`src/rtl/rr_mux4_pkg.sv`:
```
// Shared types and constants for the round-robin 4:1 mux arbiter.
// Build option: define RR_MUX4_STATS_EN for per-channel grant counters.
package rr_mux4_pkg;
  localparam int DW   = 32;
  localparam int NCH  = 4;
  localparam int SELW = 2;
  localparam int CNTW = 16;

  typedef logic [SELW-1:0] sel_t;
  typedef logic [DW-1:0]   data_t;

  typedef enum logic {
    SLOT_EMPTY = 1'b0,
    SLOT_FULL  = 1'b1
  } slot_state_e;

  // Observable internals: output-slot state and round-robin pointer.
  typedef struct packed {
    slot_state_e state;
    sel_t        ptr;
  } dbg_t;
endpackage

```
`src/rtl/rr_pick4.sv`:
```
// Rotating priority encoder: first set request at or after ptr, wrapping modulo 4.
module rr_pick4
  import rr_mux4_pkg::*;
(
  input  logic [NCH-1:0] req,
  input  sel_t           ptr,
  output logic           gnt_valid,
  output sel_t           gnt_idx
);
  sel_t idx;

  // Walk offsets from farthest to nearest so the nearest hit wins.
  always_comb begin
    gnt_valid = 1'b0;
    gnt_idx   = ptr;
    idx       = ptr;
    for (int k = NCH - 1; k >= 0; k--) begin
      idx = ptr + k[SELW-1:0];
      if (req[idx]) begin
        gnt_valid = 1'b1;
        gnt_idx   = idx;
      end
    end
  end
endmodule

```
`src/rtl/rr_mux4_arbiter.sv`:
```
// Round-robin arbiter over four valid/ready channels feeding one registered output slot.
// Build option: RR_MUX4_STATS_EN adds the saturating grant_cnt port.
module rr_mux4_arbiter
  import rr_mux4_pkg::*;
(
  input  logic           clk,
  input  logic           rst,
  input  logic [NCH-1:0] in_valid,
  input  logic [DW-1:0]  in_data0,
  input  logic [DW-1:0]  in_data1,
  input  logic [DW-1:0]  in_data2,
  input  logic [DW-1:0]  in_data3,
  output logic [NCH-1:0] in_ready,
  output logic           out_valid,
  output logic [DW-1:0]  out_data,
  output logic [SELW-1:0] out_sel,
  input  logic           out_ready,
  output dbg_t           dbg_o
`ifdef RR_MUX4_STATS_EN
  ,
  output logic [NCH*CNTW-1:0] grant_cnt
`endif
);
  // Handshake: a word moves on any edge where valid and ready are both high;
  // in_ready never depends on in_data, and a channel may drop valid freely.
  slot_state_e    state_q, state_d;
  sel_t           ptr_q, ptr_d;
  data_t          data_q, data_d;
  sel_t           sel_q, sel_d;
  logic           gnt_valid;
  sel_t           gnt_idx;
  logic           load;
  logic           accept;
  data_t          mux_data;
  logic [NCH-1:0] one_hot;

  rr_pick4 u_pick (
    .req       (in_valid),
    .ptr       (ptr_q),
    .gnt_valid (gnt_valid),
    .gnt_idx   (gnt_idx)
  );

  always_comb begin
    mux_data = in_data0;
    case (gnt_idx)
      2'd0: mux_data = in_data0;
      2'd1: mux_data = in_data1;
      2'd2: mux_data = in_data2;
      2'd3: mux_data = in_data3;
      default: mux_data = in_data0;
    endcase
  end

  assign load   = (state_q == SLOT_EMPTY) || out_ready;
  assign accept = !rst && gnt_valid && load;

  always_ff @(posedge clk) begin
    if (rst) state_q <= SLOT_EMPTY;
    else     state_q <= state_d;
  end

  always_comb begin
    state_d = state_q;
    case (state_q)
      SLOT_EMPTY: if (accept) state_d = SLOT_FULL;
      SLOT_FULL:  if (out_ready && !accept) state_d = SLOT_EMPTY;
      default:    state_d = SLOT_EMPTY;
    endcase
  end

  always_comb begin
    one_hot          = '0;
    one_hot[gnt_idx] = 1'b1;
    out_valid        = (state_q == SLOT_FULL);
    in_ready         = accept ? one_hot : '0;
  end

  // Pointer and slot contents only change on an accepted transfer.
  always_comb begin
    ptr_d  = ptr_q;
    data_d = data_q;
    sel_d  = sel_q;
    if (accept) begin
      ptr_d  = gnt_idx + 2'd1;
      data_d = mux_data;
      sel_d  = gnt_idx;
    end
  end

  always_ff @(posedge clk) begin
    if (rst) begin
      ptr_q  <= '0;
      data_q <= '0;
      sel_q  <= '0;
    end else begin
      ptr_q  <= ptr_d;
      data_q <= data_d;
      sel_q  <= sel_d;
    end
  end

  assign out_data    = data_q;
  assign out_sel     = sel_q;
  assign dbg_o.state = state_q;
  assign dbg_o.ptr   = ptr_q;

`ifdef RR_MUX4_STATS_EN
  for (genvar i = 0; i < NCH; i++) begin : g_cnt
    logic [CNTW-1:0] cnt_q, cnt_d;
    always_comb begin
      cnt_d = cnt_q;
      if (accept && (gnt_idx == sel_t'(i)) && (cnt_q != '1)) cnt_d = cnt_q + 1'b1;
    end
    always_ff @(posedge clk) begin
      if (rst) cnt_q <= '0;
      else     cnt_q <= cnt_d;
    end
    assign grant_cnt[i*CNTW +: CNTW] = cnt_q;
  end
`endif
endmodule

```
`config.mk`:
```
export PLATFORM = sky130hd
export DESIGN_NAME = rr_mux4_arbiter
export DESIGN_NICKNAME = d
export VERILOG_FILES = /design/src/rtl/rr_mux4_pkg.sv /design/src/rtl/rr_pick4.sv /design/src/rtl/rr_mux4_arbiter.sv
export SDC_FILE = /design/constraint.sdc
export NUM_CORES = 1
export LEC_CHECK = 0
export ABC_AREA = 0
export CAP_MARGIN = 20
export CORE_MARGIN = 5
export CORE_UTILIZATION = 39
export CTS_CLUSTER_SIZE = 8
export DETAILED_ROUTE_END_ITERATION = 12
export PLACE_DENSITY_LB_ADDON = 0.05
export SETUP_SLACK_MARGIN = 0.02
export SLEW_MARGIN = 20
export SYNTH_ARGS = -nofsm -noshare
export SYNTH_HDL_FRONTEND = slang
export SYNTH_SLANG_ARGS = --single-unit
```
`constraint.sdc`:
```
create_clock -name clk -period 4.19 [get_ports clk]
set_input_delay 0.838 -clock clk [delete_from_list [all_inputs] [get_ports clk]]
set_output_delay 0.838 -clock clk [all_outputs]
set_load 0.05 [all_outputs]
```
# Yosys cells after proc, flatten, opt, wreduce, memory -nomap -nowiden
# Cells that the tools add are included.
dict set report classes {
  order_cmp 6
  n_addsub 4
  mux 23
  reduce_logical 8
  eq_ne 3
  n_bitwise 1
}
# cell count
set op_table {}
lappend op_table {{case mux 32 bit (4 select lines)} 1}
lappend op_table {{less-than comparator 2 x 3 -> 1 bit (second input constant)} 5}
lappend op_table {{two-way mux 1 bit} 11}
lappend op_table {{binary-select mux 1 bit (select 2 bit)} 4}
lappend op_table {{two-way mux 2 bit} 4}
lappend op_table {{adder 2 x 1 -> 2 bit (second input constant)} 2}
lappend op_table {{adder 2 bit (second input constant)} 2}
lappend op_table {{== test 2 bit (second input constant)} 2}
lappend op_table {{logical AND 1 bit} 4}
lappend op_table {{two-way mux 4 bit} 1}
lappend op_table {{demux 1 bit (select 2 bit)} 1}
lappend op_table {{== test 2 x 1 -> 1 bit (second input constant)} 1}
lappend op_table {{>= comparator 2 x 1 -> 1 bit (second input constant)} 1}
lappend op_table {{zero test 1 bit} 2}
lappend op_table {{zero test 2 bit} 1}
lappend op_table {{case mux 1 bit (2 select lines)} 1}
lappend op_table {{logical OR 1 bit} 1}
lappend op_table {{NOT 1 bit} 1}
dict set report word_totals {
  word_cells 49
  regBits 37
}

# Depth between registers and ports, before layout
# Gate-level depths: netlist of the first run.
dict set report depth {
  ltp_word 13
  depth_mapped 11
  ltp_nobuf 8
}

# Hierarchy
# From an unflattened synthesis of the first run, not the netlist that was laid out.
dict set report unflattened {
  cells_unflattened 270
  area_unflattened_um2 2280.9
}
# module cells_each instances area_each_um2
set by_module_without_submodules {}
lappend by_module_without_submodules {rr_mux4_arbiter 254 1 2180.8}
lappend by_module_without_submodules {rr_pick4 16 1 100.1}

# Worst setup path before layout of the first run
# No wires, ideal clock.
dict set report synth_timing {
  kind {reg2out}
  startpoint {reg ptr_q[1]}
  endpoint {out in_ready[2]}
  path_stages_with_launch 10
  path_slack_ns 0.764
  arrival_ns 2.588
  required_ns 3.352
  path_cell_list {dfxtp_1 clkbuf_1 nor3_1 a31o_2 o31a_1 inv_1 ha_1 clkbuf_1 clkbuf_1 and2_1}
}
dict set report synth_via {
  elab_chain_len 12
  elab_cells_between_ends 27
  cone_classes {add/sub: 3; order compare: 2; mux: 19; reduce/logical: 3}
}
# item line
set synth_lines {}
lappend synth_lines {{from (decl)} rr_mux4_arbiter.sv:27} ;# sel_t ptr_q, ptr_d;
lappend synth_lines {{from (signal assigned)} rr_mux4_arbiter.sv:97} ;# ptr_q <= ptr_d;
lappend synth_lines {{adder 2 bit} rr_pick4.sv:18} ;# idx = ptr + k[SELW-1:0];
lappend synth_lines {{binary-select mux 1 bit (select 2 bit)} rr_pick4.sv:19} ;# if (req[idx]) begin
lappend synth_lines {{two-way mux 1 bit (implied by the code)} rr_pick4.sv:19}
lappend synth_lines {{two-way mux 2 bit (3 in a row)} rr_pick4.sv:19}
lappend synth_lines {{two-way mux 2 bit (*)} rr_pick4.sv:19}
lappend synth_lines {{named net gnt_idx[1]} rr_mux4_arbiter.sv:31} ;# sel_t gnt_idx;
lappend synth_lines {{less-than comparator 2 x 3 -> 1 bit (implied by the code) / >= comparator 2 x 1 -> 1 bit (equally long branches)} rr_mux4_arbiter.sv:74} ;# one_hot[gnt_idx] = 1'b1;
lappend synth_lines {{logical AND 1 bit (implied by the code)} rr_mux4_arbiter.sv:74}
lappend synth_lines {{two-way mux 1 bit (implied by the code)} rr_mux4_arbiter.sv:74}
lappend synth_lines {{demux 1 bit (select 2 bit) (*)} rr_mux4_arbiter.sv:74}
lappend synth_lines {{two-way mux 4 bit (*)} rr_mux4_arbiter.sv:76} ;# in_ready = accept ? one_hot : '0;
lappend synth_lines {{to (decl)} rr_mux4_arbiter.sv:13} ;# output logic [NCH-1:0] in_ready,
# Mark *: on every way through the listed nets, which the timed path passes. The rest lies on a longest branch. The select of a mux whose other input is x is not followed.

# Worst setup path after layout of the first run
dict set report layout_timing {
  startpoint {in in_valid[3]}
  endpoint {out in_ready[2]}
}
dict set report layout_via {
  elab_chain_len 11
  elab_cells_between_ends 24
  cone_classes {order compare: 2; mux: 19; reduce/logical: 3}
}
# item line
set layout_lines {}
lappend layout_lines {{from (decl)} rr_mux4_arbiter.sv:8} ;# input logic [NCH-1:0] in_valid,
lappend layout_lines {{binary-select mux 1 bit (select 2 bit)} rr_pick4.sv:19}
lappend layout_lines {{two-way mux 1 bit (implied by the code)} rr_pick4.sv:19}
lappend layout_lines {{two-way mux 2 bit (3 in a row)} rr_pick4.sv:19}
lappend layout_lines {{two-way mux 2 bit (*)} rr_pick4.sv:19}
lappend layout_lines {{named net gnt_idx[0]} rr_mux4_arbiter.sv:31}
lappend layout_lines {{less-than comparator 2 x 3 -> 1 bit (implied by the code) / >= comparator 2 x 1 -> 1 bit (equally long branches)} rr_mux4_arbiter.sv:74}
lappend layout_lines {{logical AND 1 bit (implied by the code)} rr_mux4_arbiter.sv:74}
lappend layout_lines {{two-way mux 1 bit (implied by the code)} rr_mux4_arbiter.sv:74}
lappend layout_lines {{demux 1 bit (select 2 bit) (*)} rr_mux4_arbiter.sv:74}
lappend layout_lines {{two-way mux 4 bit (*)} rr_mux4_arbiter.sv:76}
# Marks and branches as above.

==> flow_summary.yaml, run 1 <==
cts:
  numCtsBuffers: 5
  htree_levels: 2
  cts_tree: "done"
  ctsResizeCount: 0
  post_cts_buffers: 0
  clk_pin_slew_ns: 0.07
  ctsRootBufferMaster: "clkbuf_8"
  clk_latency_ns: 0.29
  cts.sinks: 37
  cts_max_path_buffers: 2
  postCtsHoldBufs: 0
critical_path:
  critPathKind: "in -> out"
  slowest_delay_ns: 0.63
  startpoint_type: "primary input"
  slowest_stage: "clkdlybuf4s50_1"
  crit_family: "buffers and inverters"
  cp_cell_sequence: "clkdlybuf4s50_1 -> and2b_1 -> o21ai_0 -> o211a_1 -> inv_1 -> ha_1 -> and2_1 -> buf_12"
  worstPathMaxFanout: 8
  cp.arrival_ns: 2.76
  endpoint_kind: "output pin"
  critPathRequiredTime_ns: 3.35
  crit_buf_inv: 3
floorplan:
  core_um2: 6720
  ios: 177
  core.rowCount: 30
  die_w_um: 92.8
  die_y_um: 92.8
  initial_core_util_pct: 39.8
  die-area_um2: 8600
global_routing:
  grt_start_max_net_pins: 39
  grtUsageTotal_pct: 19.9
  antenna_found_initial: 0
  grt_pass1_wl_um: 13800
  grt_overflow: 0
  grt_pass1_vias: 2753
power_and_ir_drop:
  power.density_nw_per_um2: 347
  power.leakage_nw: 1.70
  peakVddDrop_uv: 168
sta:
  fin_setup_tns_ns: 0
  grt_setup_unrepaired: "no"
  final-max-slew-violation-count: 0
  skew_ns: 0.00348
  worstMarginPinSlew_ns: 0.609
  finalHoldViolCount: 0
  finalCritPeriodShare_pct: 85.8
  layout_min_cycle_time_ns: 3.60
  setup_viol: 0
  fmax_ghz: 0.278
  slew-limit-headroom_pct: 59.3
place:
  port_buffers: 176
  placed_area_um2: 4490
  place_congestion: 0.801
  dp_hpwl_um: 6570
routing:
  vias_per_cell: 5.41
  firstDrtPassIters: 4
  avgRoutedWirePerCell_um: 16.3
  drc_errors: 0
  drt_first_iter_violations: 84
  num_vias: 2934
  finalWirelength_um: 8850
  ant_nets: 0
final_layout:
  drive_above_1_share_pct: 11.3
  nets: 599
  final_common_cell: "clkdlybuf4s50_1"
  fin_area_um2: 4570
  layout_common_cells: "clkdlybuf4s50_1, nand2b_1, dfxtp_1"
  syn_to_final_growth_pct: 71.0
  multi_input_area_um2: 1750
  antenna_cells: 0
  nFillCells: 574
  seq_area_um2: 741
synthesis:
  seq_area_frac_synth_pct: 27.7
  synthesis.area_um2: 2670
  syn_nets: 440
  synthCells: 302
  synth.avg_cell_area_um2: 8.85
  synth_cell_type_count: 33
  ys_ff_latch: 37
  yosysWarnings: 0
job:
  maxCapViolCount: 0
hold_path:
  hp-class: "reg -> reg"
outcome:
  outcome: "completed"
[stage by stage]
step	instances	utilization (%)	power, W	worst slack, ns	hold slack (ns)
2_1_floorplan	302	-	0.00101	0.764	0.723
3_5_place_dp	534	66.8	0.00135	0.640	0.506
3_3_place_gp	534	66.8	0.00134	0.721	0.507
6_report	542	68.0	0.00158	0.595	0.519
5_1_grt	542	68.0	0.00168	0.497	0.548
4_1_cts	542	68.0	0.00160	0.620	0.526
[synthesized netlist by cell type (all sizes together)]
cell type	number	share of area [%]
a211o	1	0.33
o41ai	1	0.61
dfxtp	37	28
nor2	3	0.42
o21ai	3	0.70
nand3	33	6.2
nor3	1	0.19
nor4	1	0.47
inv	5	0.70
ha	3	1.4
and2b	1	0.28
a211oi	2	0.56
nor2b	2	0.47
nand2	33	4.6
a221o	32	12
o211a	1	0.37
a31o	1	0.33
nand2b	65	15
nand4bb	1	0.42
o31a	1	0.33
clkbuf	20	2.8
and3	1	0.23
a21oi	3	0.56
o221ai	32	17
nor3b	3	1.0
and2	2	0.47
buf	12	3.7
a21o	2	0.56
[final timing paths]
path / to / cells past startpoint / slack, ns / from
hold reg to reg: out_valid$_SDFF_PP0_ / 2 / 0.52 / out_valid$_SDFF_PP0_
setup reg to reg: out_data[9]$_SDFFE_PP0P_ / 8 / 1.80 / ptr_q[1]$_SDFFE_PP0P_
setup / recovery: in_ready[2] / 8 / 0.59 / in_valid[3]
hold / removal: out_valid$_SDFF_PP0_ / 2 / 0.52 / out_valid$_SDFF_PP0_
[layer usage]
| layer | routed length (um) | global-route usage (%) |
|---|---|---|
| met3 | 1050 | 8.53 |
| met2 | 4390 | 34.6 |
| met4 | 35 | 4.27 |
| met5 | 0 | 0 |
| met1 | 3370 | 22.5 |
[power breakdown]
group / switching (W) / total (W) / internal (W)
sequential: 0.0000338 / 0.000451 / 0.000417
combinational: 0.000494 / 0.000884 / 0.000390
clock: 0.000129 / 0.000248 / 0.000118
total: 0.000657 / 0.00158 / 0.000926
[flip-flops by register name, indices dropped and copies added (netlist names)]
name,cells
out_data,32
out_sel,2
ptr_q,2
out_valid,1
[final cells by class]
cell class	instances	share of cell area [%]
repair buffers	184	41.0
multi-input cells	228	38.4
clock buffers	8	1.75
flip-flops and latches	37	16.2
inverters	5	0.411
well taps	80	2.19
[worst register-to-register path, cell delays in order (launching register included)]
cell and delay [ns]:
dfxtp_1 0.50, nor3_1 0.10, a31o_2 0.22, o31a_1 0.30
ha_2 0.39, buf_12 0.26, a221o_1 0.30, nand3_1 0.10
o221ai_2 0.08
[cell families (layout without fill, tap and decap cells)]
| family | Yosys count | in the layout | synth area share [%] |
|---|---|---|---|
| fa+ha+maj | 3 | 3 | 1.41 |
| compound gates | 79 | 79 | 33.6 |
| simple gates | 146 | 146 | 30.0 |
| buf+inv | 37 | 197 | 7.21 |
| flops | 37 | 37 | 27.7 |
No activity file was read; power rests on OpenSTA's default activity.
==> run 2, diff against run 1 <==
Settings changed: PLACE_DENSITY set to 0.85, PLACE_DENSITY_LB_ADDON 0.05 to unset, SKIP_LAST_GASP set to 1.
==> run 2 against run 1 <==
Critical path depth stayed put. Wire length is 2.6% higher. First-iteration DRC count is 23% lower. Sequential share of layout area hardly changed. Sequential power hardly changed. Final cell count is 0.18% lower. Highest routed layer unchanged. Worst hold slack better by 0.0037 ns. Clock-buffer cell count stayed put. Die area stayed put. Register-to-register slack worse by 0.07 ns. Utilization is 0.11 points lower. Setup slack better by 0.061 ns.
==> flow_summary.yaml, run 2 (synthesis results as in run 1) <==
critical_path:
  crit_buf_inv: 3
  slowest_stage: "clkdlybuf4s50_1"
  slowest_delay_ns: 0.57
  critPathKind: "in -> out"
  critPathRequiredTime_ns: 3.35
  startpoint_type: "primary input"
  cp_cell_sequence: "clkdlybuf4s50_1 -> nor2b_1 -> a21oi_1 -> o211a_1 -> inv_1 -> ha_1 -> and2_1 -> buf_12"
  crit_family: "buffers and inverters"
  worstPathMaxFanout: 6
  cp.arrival_ns: 2.70
  endpoint_kind: "output pin"
global_routing:
  grt_start_max_net_pins: 41
  grtUsageTotal_pct: 20.4
  grt_overflow: 0
  grt_pass1_vias: 3043
  antenna_found_initial: 0
  grt_pass1_wl_um: 14200
final_layout:
  final_common_cell: "clkdlybuf4s50_1"
  finish.utilization_pct: 67.9
  drive_above_1_share_pct: 11.1
  largest_reg_flops: 32
  nFillCells: 571
  layout_common_cells: "clkdlybuf4s50_1, nand2b_1, dfxtp_1"
  fin_area_um2: 4560
  final_cells: 541
  antenna_cells: 0
  syn_to_final_growth_pct: 70.7
  nets: 598
power_and_ir_drop:
  peakVddDrop_uv: 144
  power.leakage_nw: 1.69
  power.density_nw_per_um2: 345
  power_w: 0.00157
routing:
  avgRoutedWirePerCell_um: 16.8
  firstDrtPassIters: 4
  vias_per_cell: 5.44
  num_vias: 2943
  drc_errors: 0
  drt_first_iter_violations: 65
  finalWirelength_um: 9080
  ant_nets: 0
sta:
  slew-limit-headroom_pct: 57.4
  layout_min_cycle_time_ns: 3.53
  finalHoldViolCount: 0
  finalCritPeriodShare_pct: 84.3
  setup_viol: 0
  fmax_ghz: 0.283
  skew_ns: 0.00370
  fin_setup_tns_ns: 0
  final-max-slew-violation-count: 0
  grt_setup_unrepaired: "no"
  worstMarginPinSlew_ns: 0.639
cts:
  cts.sinks: 37
  ctsRootBufferMaster: "clkbuf_8"
  cts_max_path_buffers: 2
  cts_tree: "done"
  postCtsHoldBufs: 0
  clk_pin_slew_ns: 0.07
  ctsResizeCount: 0
  htree_levels: 2
  post_cts_buffers: 0
  numCtsBuffers: 5
  clk_latency_ns: 0.28
floorplan:
  core_um2: 6720
  ios: 177
  die_w_um: 92.8
  die_y_um: 92.8
  initial_core_util_pct: 39.8
  die-area_um2: 8600
  core.rowCount: 30
hold_path:
  hp-class: "reg -> reg"
place:
  port_buffers: 176
  place_congestion: 0.771
  placed_area_um2: 4480
  place_inst: 533
  dp_hpwl_um: 6900
outcome:
  outcome: "completed"
job:
  maxCapViolCount: 0
## run 2: changes by cell type in the layout (fill, tap and decap cells not counted), sizes merged
| cell | previous run | this run |
|---|---|---|
| buf | 12 | 11 |
## run 2: area by class of cell
type	count	area, um2	area share (%)
repair buffers	183	1870	40.9
multi-input cells	228	1750	38.5
flip-flops and latches	37	741	16.2
well taps	80	100	2.19
clock buffers	8	80.1	1.76
inverters	5	18.8	0.412
## run 2: power breakdown
group	internal (W)	switching, W
combinational	0.000389	0.000497
clock	0.000118	0.000117
sequential	0.000418	0.0000356
## run 2: per-stage QoR
| step | worst slack, ns | hold slack (ns) |
|---|---|---|
| after CTS | 0.655 | 0.527 |
| final | 0.656 | 0.523 |
| after global routing | 0.542 | 0.550 |
| after global placement | 0.706 | 0.507 |
| after detailed placement | 0.667 | 0.515 |
| after floorplan | 0.764 | 0.723 |
## run 2: metal layers
layer | vias up | track usage (%) | wire length, um
met4 | 0 | 4.76 | 135
li1 | 1453 | - | -
met2 | 111 | 38.5 | 4800
met3 | 10 | 5.85 | 735
met5 | - | 0 | 0
met1 | 1369 | 22.2 | 3410
## run 2: worst register-to-register path, delay by kind of cell (launching register included)
| family | cells | cell delay [ns] |
|---|---|---|
| compound gates | 3 | 0.45 |
| fa+ha+maj | 1 | 0.61 |
| buf+inv | 2 | 0.40 |
| flops | 1 | 0.38 |
| simple gates | 3 | 0.50 |
## run 2: worst paths after layout
path,startpoint,cells past startpoint,slack [ns],to
max,in_valid[0],8,0.66,in_ready[2]
min,out_data[25]$_SDFFE_PP0P_,2,0.52,out_data[25]$_SDFFE_PP0P_
max reg2reg,ptr_q[0]$_SDFFE_PP0P_,9,1.73,out_data[29]$_SDFFE_PP0P_
min reg2reg,out_data[25]$_SDFFE_PP0P_,2,0.52,out_data[25]$_SDFFE_PP0P_
